--- src/rtl/mem_req_queue.sv ---
// Age-tracked request FIFO between the trace parser and the DRAM command
// scheduler. Owns the simulation time base: time advances once per clock and
// jumps forward over idle gaps while the queue is empty.

// One queue slot: request payload plus a saturating age counter.
module mem_req_queue_entry #(
  parameter int ADDR_W = 33,
  parameter int AGE_W  = 8
) (
  input  logic              clk,
  input  logic              rst,
  input  logic              wr,
  input  logic [1:0]        wr_opcode,
  input  logic [ADDR_W-1:0] wr_addr,
  input  logic              age_inc,
  output logic [1:0]        opcode,
  output logic [ADDR_W-1:0] addr,
  output logic [AGE_W-1:0]  age
);

  // Write clears age; otherwise an occupied slot ages and sticks at all-ones.
  always_ff @(posedge clk or negedge rst) begin
    if (!rst) begin
      opcode <= '0;
      addr   <= '0;
      age    <= '0;
    end else if (wr) begin
      opcode <= wr_opcode;
      addr   <= wr_addr;
      age    <= '0;
    end else if (age_inc && age != '1) begin
      age <= age + 1'b1;
    end
  end

endmodule

module mem_req_queue #(
  parameter int DEPTH     = 16,
  parameter int ADDR_W    = 33,
  parameter int TIME_W    = 64,
  parameter int AGE_W     = 8,
  parameter int AGE_LIMIT = 100
) (
  input  logic                       clk,
  input  logic                       rst,
  input  logic                       in_valid,
  input  logic [1:0]                 in_opcode,
  input  logic [ADDR_W-1:0]          in_addr,
  input  logic [TIME_W-1:0]          in_time,
  output logic                       in_ready,
  output logic                       out_valid,
  output logic [1:0]                 out_opcode,
  output logic [ADDR_W-1:0]          out_addr,
  output logic [AGE_W-1:0]           out_age,
  input  logic                       out_ready,
  output logic                       stale,
  output logic [$clog2(DEPTH+1)-1:0] count,
  output logic                       full,
  output logic                       empty,
  output logic [TIME_W-1:0]          curr_time
);

  localparam int PW = $clog2(DEPTH);
  localparam int CW = $clog2(DEPTH+1);

  logic [PW-1:0] head, tail;
  logic          push, pop;

  logic [DEPTH-1:0][1:0]        ent_opcode;
  logic [DEPTH-1:0][ADDR_W-1:0] ent_addr;
  logic [DEPTH-1:0][AGE_W-1:0]  ent_age;

  assign full  = (count == CW'(DEPTH));
  assign empty = (count == '0);

  // Future-dated requests wait unless the queue is empty, in which case time
  // jumps to them. Independent of out_ready: no comb path from out to in.
  assign in_ready = !full && (empty || in_time <= curr_time);
  assign push     = in_valid && in_ready;
  assign out_valid = !empty;
  assign pop      = out_valid && out_ready;

  // Head fields read straight from storage; forced to zero when nothing is held.
  assign out_opcode = out_valid ? ent_opcode[head] : '0;
  assign out_addr   = out_valid ? ent_addr[head]   : '0;
  assign out_age    = out_valid ? ent_age[head]    : '0;
  assign stale      = out_valid && (out_age >= AGE_W'(AGE_LIMIT));

  for (genvar i = 0; i < DEPTH; i++) begin : g_ent
    localparam logic [PW-1:0] IDX = PW'(i);
    logic [PW-1:0] off;
    logic          occ;
    // Distance from head modulo DEPTH; the slot is live if it lies within count.
    assign off = (IDX >= head) ? IDX - head : IDX + PW'(DEPTH) - head;
    assign occ = (CW'(off) < count);

    mem_req_queue_entry #(.ADDR_W(ADDR_W), .AGE_W(AGE_W)) u_ent (
      .clk       (clk),
      .rst       (rst),
      .wr        (push && tail == IDX),
      .wr_opcode (in_opcode),
      .wr_addr   (in_addr),
      .age_inc   (occ && !(pop && head == IDX)),
      .opcode    (ent_opcode[i]),
      .addr      (ent_addr[i]),
      .age       (ent_age[i])
    );
  end

  // Pointer and occupancy bookkeeping; pointers wrap explicitly at DEPTH-1.
  always_ff @(posedge clk or negedge rst) begin
    if (!rst) begin
      head  <= '0;
      tail  <= '0;
      count <= '0;
    end else begin
      if (push) tail <= (tail == PW'(DEPTH-1)) ? '0 : tail + 1'b1;
      if (pop)  head <= (head == PW'(DEPTH-1)) ? '0 : head + 1'b1;
      if (push && !pop)      count <= count + 1'b1;
      else if (pop && !push) count <= count - 1'b1;
    end
  end

  // Time base: skip ahead over an idle gap, otherwise tick by one.
  always_ff @(posedge clk or negedge rst) begin
    if (!rst)
      curr_time <= '0;
    else if (empty && in_valid && in_time > curr_time)
      curr_time <= in_time + 1'b1;
    else
      curr_time <= curr_time + 1'b1;
  end

endmodule

--- config.mk ---
export PLATFORM = sky130hd
export DESIGN_NAME = mem_req_queue
export DESIGN_NICKNAME = d
export VERILOG_FILES = /design/src/rtl/mem_req_queue.sv
export SDC_FILE = /design/constraint.sdc
export NUM_CORES = 2
export LEC_CHECK = 0
export ABC_AREA = 1
export CAP_MARGIN = 30
export CELL_PAD_IN_SITES_DETAIL_PLACEMENT = 1
export CELL_PAD_IN_SITES_GLOBAL_PLACEMENT = 1
export CORE_MARGIN = 2
export CORE_UTILIZATION = 48
export DETAILED_ROUTE_END_ITERATION = 10
export PLACE_DENSITY = 0.88
export SYNTH_ARGS = -nofsm -noshare
export SYNTH_HDL_FRONTEND = slang
export SYNTH_HIERARCHICAL = 1
export SYNTH_SLANG_ARGS = --single-unit
--- constraint.sdc ---
create_clock -name clk -period 8.2 [get_ports clk]
set_clock_uncertainty 0.2 [all_clocks]
set_input_delay 0.82 -clock clk [delete_from_list [all_inputs] [get_ports clk]]
set_output_delay 0.82 -clock clk [all_outputs]
set_load 0.005 [all_outputs]
Word-level counts from Yosys, hierarchy flattened
Cells that the tools add are included.
{"block": "classes", "n_addsub": 38, "mul": 0, "div": 0, "n_lt_le_gt_ge": 20, "n_eq_ne": 47, "shifts": 0, "mux": 46, "bitwise_logic": 0, "n_reduce_logical": 113}
{"cell": "8-bit two-way mux", "count": 34}
{"cell": "33-bit binary-select mux with 4-bit select", "count": 1}
{"cell": "64-bit by 1-bit adder with 64-bit output (second input constant)", "count": 2}
{"cell": "8-bit by 1-bit adder with 8-bit output (second input constant)", "count": 16}
{"cell": "8-bit != test (second input constant)", "count": 16}
{"cell": "4-bit by 5-bit < comparator with 1-bit output", "count": 16}
{"cell": "1-bit logical AND", "count": 72}
{"cell": "33-bit two-way mux", "count": 2}
{"cell": "4-bit equality test (second input constant)", "count": 16}
{"cell": "64-bit > comparator", "count": 1}
{"cell": "64-bit less-or-equal comparator", "count": 1}
{"cell": "64-bit two-way mux", "count": 1}
{"cell": "2-bit nonzero test", "count": 17}
{"cell": "8-bit binary-select mux with 4-bit select", "count": 1}
{"cell": "4-bit by 3-bit equality test with 1-bit output (second input constant)", "count": 8}
{"cell": "4-bit subtractor (first input constant)", "count": 8}
{"cell": "1-bit zero test", "count": 20}
{"cell": "4-bit by 2-bit equality test with 1-bit output (second input constant)", "count": 4}
{"cell": "3-bit by 4-bit subtractor with 4-bit output (first input constant)", "count": 4}
{"cell": "5-bit two-way mux", "count": 2}
{"cell": "4-bit by 1-bit adder with 4-bit output (second input constant)", "count": 2}
{"cell": "2-bit binary-select mux with 4-bit select", "count": 1}
{"cell": "4-bit by 1-bit equality test with 1-bit output (second input constant)", "count": 2}
{"cell": "8-bit by 7-bit greater-or-equal comparator with 1-bit output (second input constant)", "count": 1}
{"cell": "11 further kinds", "count": 16}
{"block": "word_totals", "reg_bits": 765, "latchBits": 0, "ramBits": 0, "mem_bits_ro": 0, "inputBits": 103, "output_inout_bits": 117, "word_cells": 316, "n_memories": 0}

Longest topological paths before layout
{"block": "depth", "ltp_word": 9, "depth_mapped": 30, "mapped_depth_nobuf": 28}

By module
Netlist, hierarchy kept.
{"module": "mem_req_queue_entry", "n_inst": 16, "cells_each": 215, "area_per_inst_um2": 1799.2, "seq_area_each_um2": 1076.0}
{"module": "mem_req_queue", "n_inst": 1, "cells_each": 2762, "area_per_inst_um2": 15279.7, "seq_area_each_um2": 1926.8}

Worst setup path after synthesis
No wires, ideal clock.
{"block": "synth_path", "kind": "input -> register", "from": "in in_time[63]", "to": "reg count[4]", "setup_ps": 134, "t_arrival_ps": 3801, "t_required_ps": 7866, "setup_slack_ps": 4065, "stages": 21, "path_buffers": 2, "cell_sequence": "ha_1 nand4_1 nor3_2 nand3b_1 nor2_1 nand4_2 buf_2 buf_2 nand3_1 nand2_1 nor2_2 ha_1 inv_1 fa_1 a21oi_1 nor2_1 nor2_1 nand2_1 nand2_1 nor2_1 xor2_1"}
{"block": "synth_between", "elab_chain_len": 7, "elab_cells_between_ends": 9, "cone_classes": "order compare (1); mux (1); reduce/logical (7)"}
{"element": "start: declaration", "line": "50", "rtl": "input logic [TIME_W-1:0] in_time,"}
{"element": "64-bit less-or-equal comparator *", "line": "79", "rtl": "assign in_ready = !full && (empty || in_time <= curr_time);"}
{"element": "1-bit logical OR *", "line": "79"}
{"element": "1-bit logical AND *", "line": "79"}
{"element": "1-bit logical AND *", "line": "80", "rtl": "assign push = in_valid && in_ready;"}
{"element": "net push", "line": "68", "rtl": "logic push, pop;"}
{"element": "1-bit zero test", "line": "121", "rtl": "else if (pop && !push) count <= count - 1'b1;"}
{"element": "1-bit logical AND", "line": "121"}
{"element": "2-bit nonzero test (no source line)"}
{"element": "end signal: assignment", "line": "120", "rtl": "if (push && !pop) count <= count + 1'b1;"}
{"element": "end signal: assignment", "line": "121"}
{"element": "end: declaration", "line": "58", "rtl": "output logic [$clog2(DEPTH+1)-1:0] count,"}
The timed path passes the listed nets; every way through them passes the cells marked *.
A chain may end at the register's enable or synchronous reset.

Worst setup path after layout
{"block": "layout_path", "from": "reg head[1]", "to": "out out_addr[22]"}
{"block": "layout_between", "elab_chain_len": 3}
{"element": "start: declaration", "line": "67", "rtl": "logic [PW-1:0] head, tail;"}
{"element": "start signal: assignment", "line": "119", "rtl": "if (pop) head <= (head == PW'(DEPTH-1)) ? '0 : head + 1'b1;"}
{"element": "33-bit binary-select mux with 4-bit select", "line": "86", "rtl": "assign out_addr = out_valid ? ent_addr[head] : '0;"}
{"element": "33-bit two-way mux (not written as such)", "line": "86"}
{"element": "33-bit two-way mux", "line": "86"}
{"element": "end: declaration", "line": "54", "rtl": "output logic [ADDR_W-1:0] out_addr,"}
Every way passes these cells. The select of a mux whose other input is x is not followed.

==> results.cfg <==
[status]
run_status = finished, violations left
violations = negative hold slack

[synth]
async_reset_ff_share_pct = 100
yosys_warnings = 6
synth_cell_type_count = 45
synth.cell_area_um2 = 44100
ys_top_cells_by_area = dfrtp_1 43%, nand2_1 22%, nor2_1 6.4%
synth_edf_count = 0
synth_nets = 6435
ys_seq_area_share_pct = 43.4
yosys.area.top_type_share_pct = 43.4
yosysTopAreaCell = dfrtp_1
ys_seq_elements = 765
synth.avg_cell_area_um2 = 7.11
synth_flop_cell = dfrtp_1
syn_inst = 6202

[clock_network]
cts_resized = 0
ctsHoldBuffers = 0
post-cts-setup-buffers = 0
cts_buffers = 87
cts_max_level = 3
clock_latency_ns = 0.68
cts_buffer_depth = 3
cts_root_buf = clkbuf_16
cts.reportedPaths.clkPinSlew_ns = 0.06
cts_sinks = 765
cts_tree = built

[global_route]
grt_overflow = 0
grt_pass1_wl_mm = 269
grt_pass1_vias = 46500
grt_antenna_before_repair = 5
grt_usage_pct = 36.6
grt_max_degree = 164

[finish]
stdcell_count = 7513
final_layout_size_suffix_gt1_share_pct = 6.28
finish.utilization_pct = 54.7
nets = 6493
area_delta_synth_final_pct = 13.4

[place]
io_buffers = 219
dpl.hpwl_mm = 108
placed_cells = 7355
gp_congestion = 0.995

[drt]
antenna_left = 0
routed_via_density = 5.91
wire_per_inst_um = 23.1
vias = 44400
first_pass_iters = 5
drtIter0Drc = 3633
drc_errors = 0
drt-total-wl_mm = 174

[power]
switchingPower_mw = 8.89
power.internal_mw = 10.7
combPwrFrac_pct = 46.4
powerDensity_nw_per_um2 = 392
p_leak_nw = 25.6
swShare_pct = 45.3
p_seq_share_pct = 33.8
clock_power_share_pct = 19.8
vdd_drop_max_v = 0.000275

[sta]
maxSlewHeadroom_pct = 27.0
grt_setup_unrepaired = false
setup-violations-final = 0
finalSetupTns_ns = 0
max_freq_ghz = 0.171
layout_min_cycle_time_ns = 5.86
worst_hold_slack_ns = -0.0204
finalHoldViolations = 8
drv_slew = 0
fin_crit_sh_pct = 71.5
worst_pin_slew_ns = 1.09

[floorplanning]
core-area_um2 = 91400
fp.dieW_um = 307
fp-row-count = 111
start_util_pct = 48.2
die_area_um2 = 94200
ios = 220
dieHeight_um = 307

[setup_path]
endpoint_kind = output pin
arrival_ns = 4.84
critPathKind = reg -> out
worst_ep_required_time_ns = 7.18
critPathLaunchType = flip-flop
path_max_fanout = 76

[hold_path]
hold_path_class = in -> async

[run]
cap_violations = 0
## state kept, by name (all words and copies together), names as in the netlist
name	count
count	5
curr_time	64
g_ent.u_ent/addr	528
g_ent.u_ent/age	128
g_ent.u_ent/opcode	32
head	4
tail	4
## Yosys cell counts (6+ instances only)
cell type and n:
a21oi_1 105, a22oi_1 10, buf_1 20, buf_2 85, clkbuf_1 206, clkinv_1 18
clkinv_4 16, dfrtp_1 765, ha_1 129, inv_1 329, inv_2 35, nand2_1 2582
nand2_2 17, nand2_4 48, nand3_1 176, nand4_1 142, nor2_1 749, nor2_2 33
nor2_4 17, nor3_1 18, o21ai_0 392, o21ai_1 16, o21bai_1 32, o221ai_1 112
o22ai_1 61, xnor2_1 6, xor2_1 49
## layout make-up
type / count / area, um2
fill: 11600 / 41400
multi-input combinational: 4725 / 22200
sequential: 765 / 19200
timing repair buffer: 283 / 2800
clock buffer: 123 / 2500
inverter: 398 / 1590
tap: 1186 / 1480
clock inverter: 29 / 248
antenna: 4 / 10.0
## layout by cell type (no fill, tap or decap), drive strengths merged, types with 2 or more instances in the layout
master / count
dfrtp: 765
clkinvlp: 2
nand2: 2647
o21bai: 32
buf: 65
a21oi: 105
clkinv: 55
o221ai: 112
diode: 4
ha: 129
o21a: 5
o21ai: 408
nor4: 2
o211ai: 2
xnor2: 6
a32oi: 4
clkbuf: 123
nor3: 19
clkdlybuf4s50: 218
bufinv: 3
nand3: 177
inv: 367
nor2: 801
a21o: 4
nand4: 143
nand3b: 2
xor2: 49
a22oi: 10
o22ai: 61
## metrics by stage
stage               total power [mW]  setup WS, ns  area, um2
finish                          19.6          2.34      50000
global route                    20.9          2.14      50000
CTS                             19.5          2.42      49900
detailed placement              15.5          2.22      47200
global placement                14.9          2.30      47100
floorplan                       12.0          4.07      44100
## power by group through the flow
stage               Combinational, mW  Sequential [mW]  Clock, mW
detailed placement               8.83             6.62          0
floorplan                        5.81             6.20          0
global placement                 8.37             6.54          0
global route                     10.0             6.82       4.07
CTS                              8.97             6.60       3.92
finish                           9.10             6.62       3.88
## worst paths after layout
path / to / slack (ns) / depth (start not counted) / start
worst max-delay path: out_addr[22] / 2.34 / 7 / head[1]$_DFFE_PN0P_
worst max register to register: curr_time[49]$_DFF_PN0_ / 2.85 / 18 / count[0]$_DFFE_PN0P_
worst min register to register: g_ent[13].u_ent/addr[18]$_DFFE_PN0P_ / 0.26 / 2 / g_ent[13].u_ent/addr[18]$_DFFE_PN0P_
worst min-delay path: g_ent[14].u_ent/opcode[0]$_DFFE_PN0P_ / -0.02 / 1 / rst
max in group asynchronous: g_ent[9].u_ent/addr[13]$_DFFE_PN0P_ / 5.81 / 3 / rst
min in group clk: g_ent[13].u_ent/addr[18]$_DFFE_PN0P_ / 0.26 / 2 / g_ent[13].u_ent/addr[18]$_DFFE_PN0P_
## routing by layer
layer  GRT usage, %  vias to the layer above  wire (um)
met5              0                        -         12
met2           60.4                     1782      81700
met1           46.4                    22200      69300
li1               -                    19900          -
met4           19.1                        2       9380
met3           5.67                      540      13200
## critical path: stages, from the launching register on
cell,delay (ns)
dfrtp_4,0.84
buf_4,0.72
buf_4,0.88
o21ai_0,0.24
o221ai_1,0.26
nand3_1,0.13
a21oi_1,0.45
clkdlybuf4s50_1,0.60
## logic make-up (layout without fill, tap and decap cells)
logic type / count (synthesis) / count (layout) / synth area share [%]
AOI/OAI and AO/OA: 745 / 745 / 9.94
buffers and inverters: 712 / 833 / 6.54
other: 0 / 4 / 0
xor gates and xnor gates: 55 / 55 / 1.09
DFF: 765 / 765 / 43.4
adders and majority gates: 130 / 130 / 3.71
and+or+nand+nor: 3795 / 3795 / 35.3
Power figures use the tool's default switching activity.
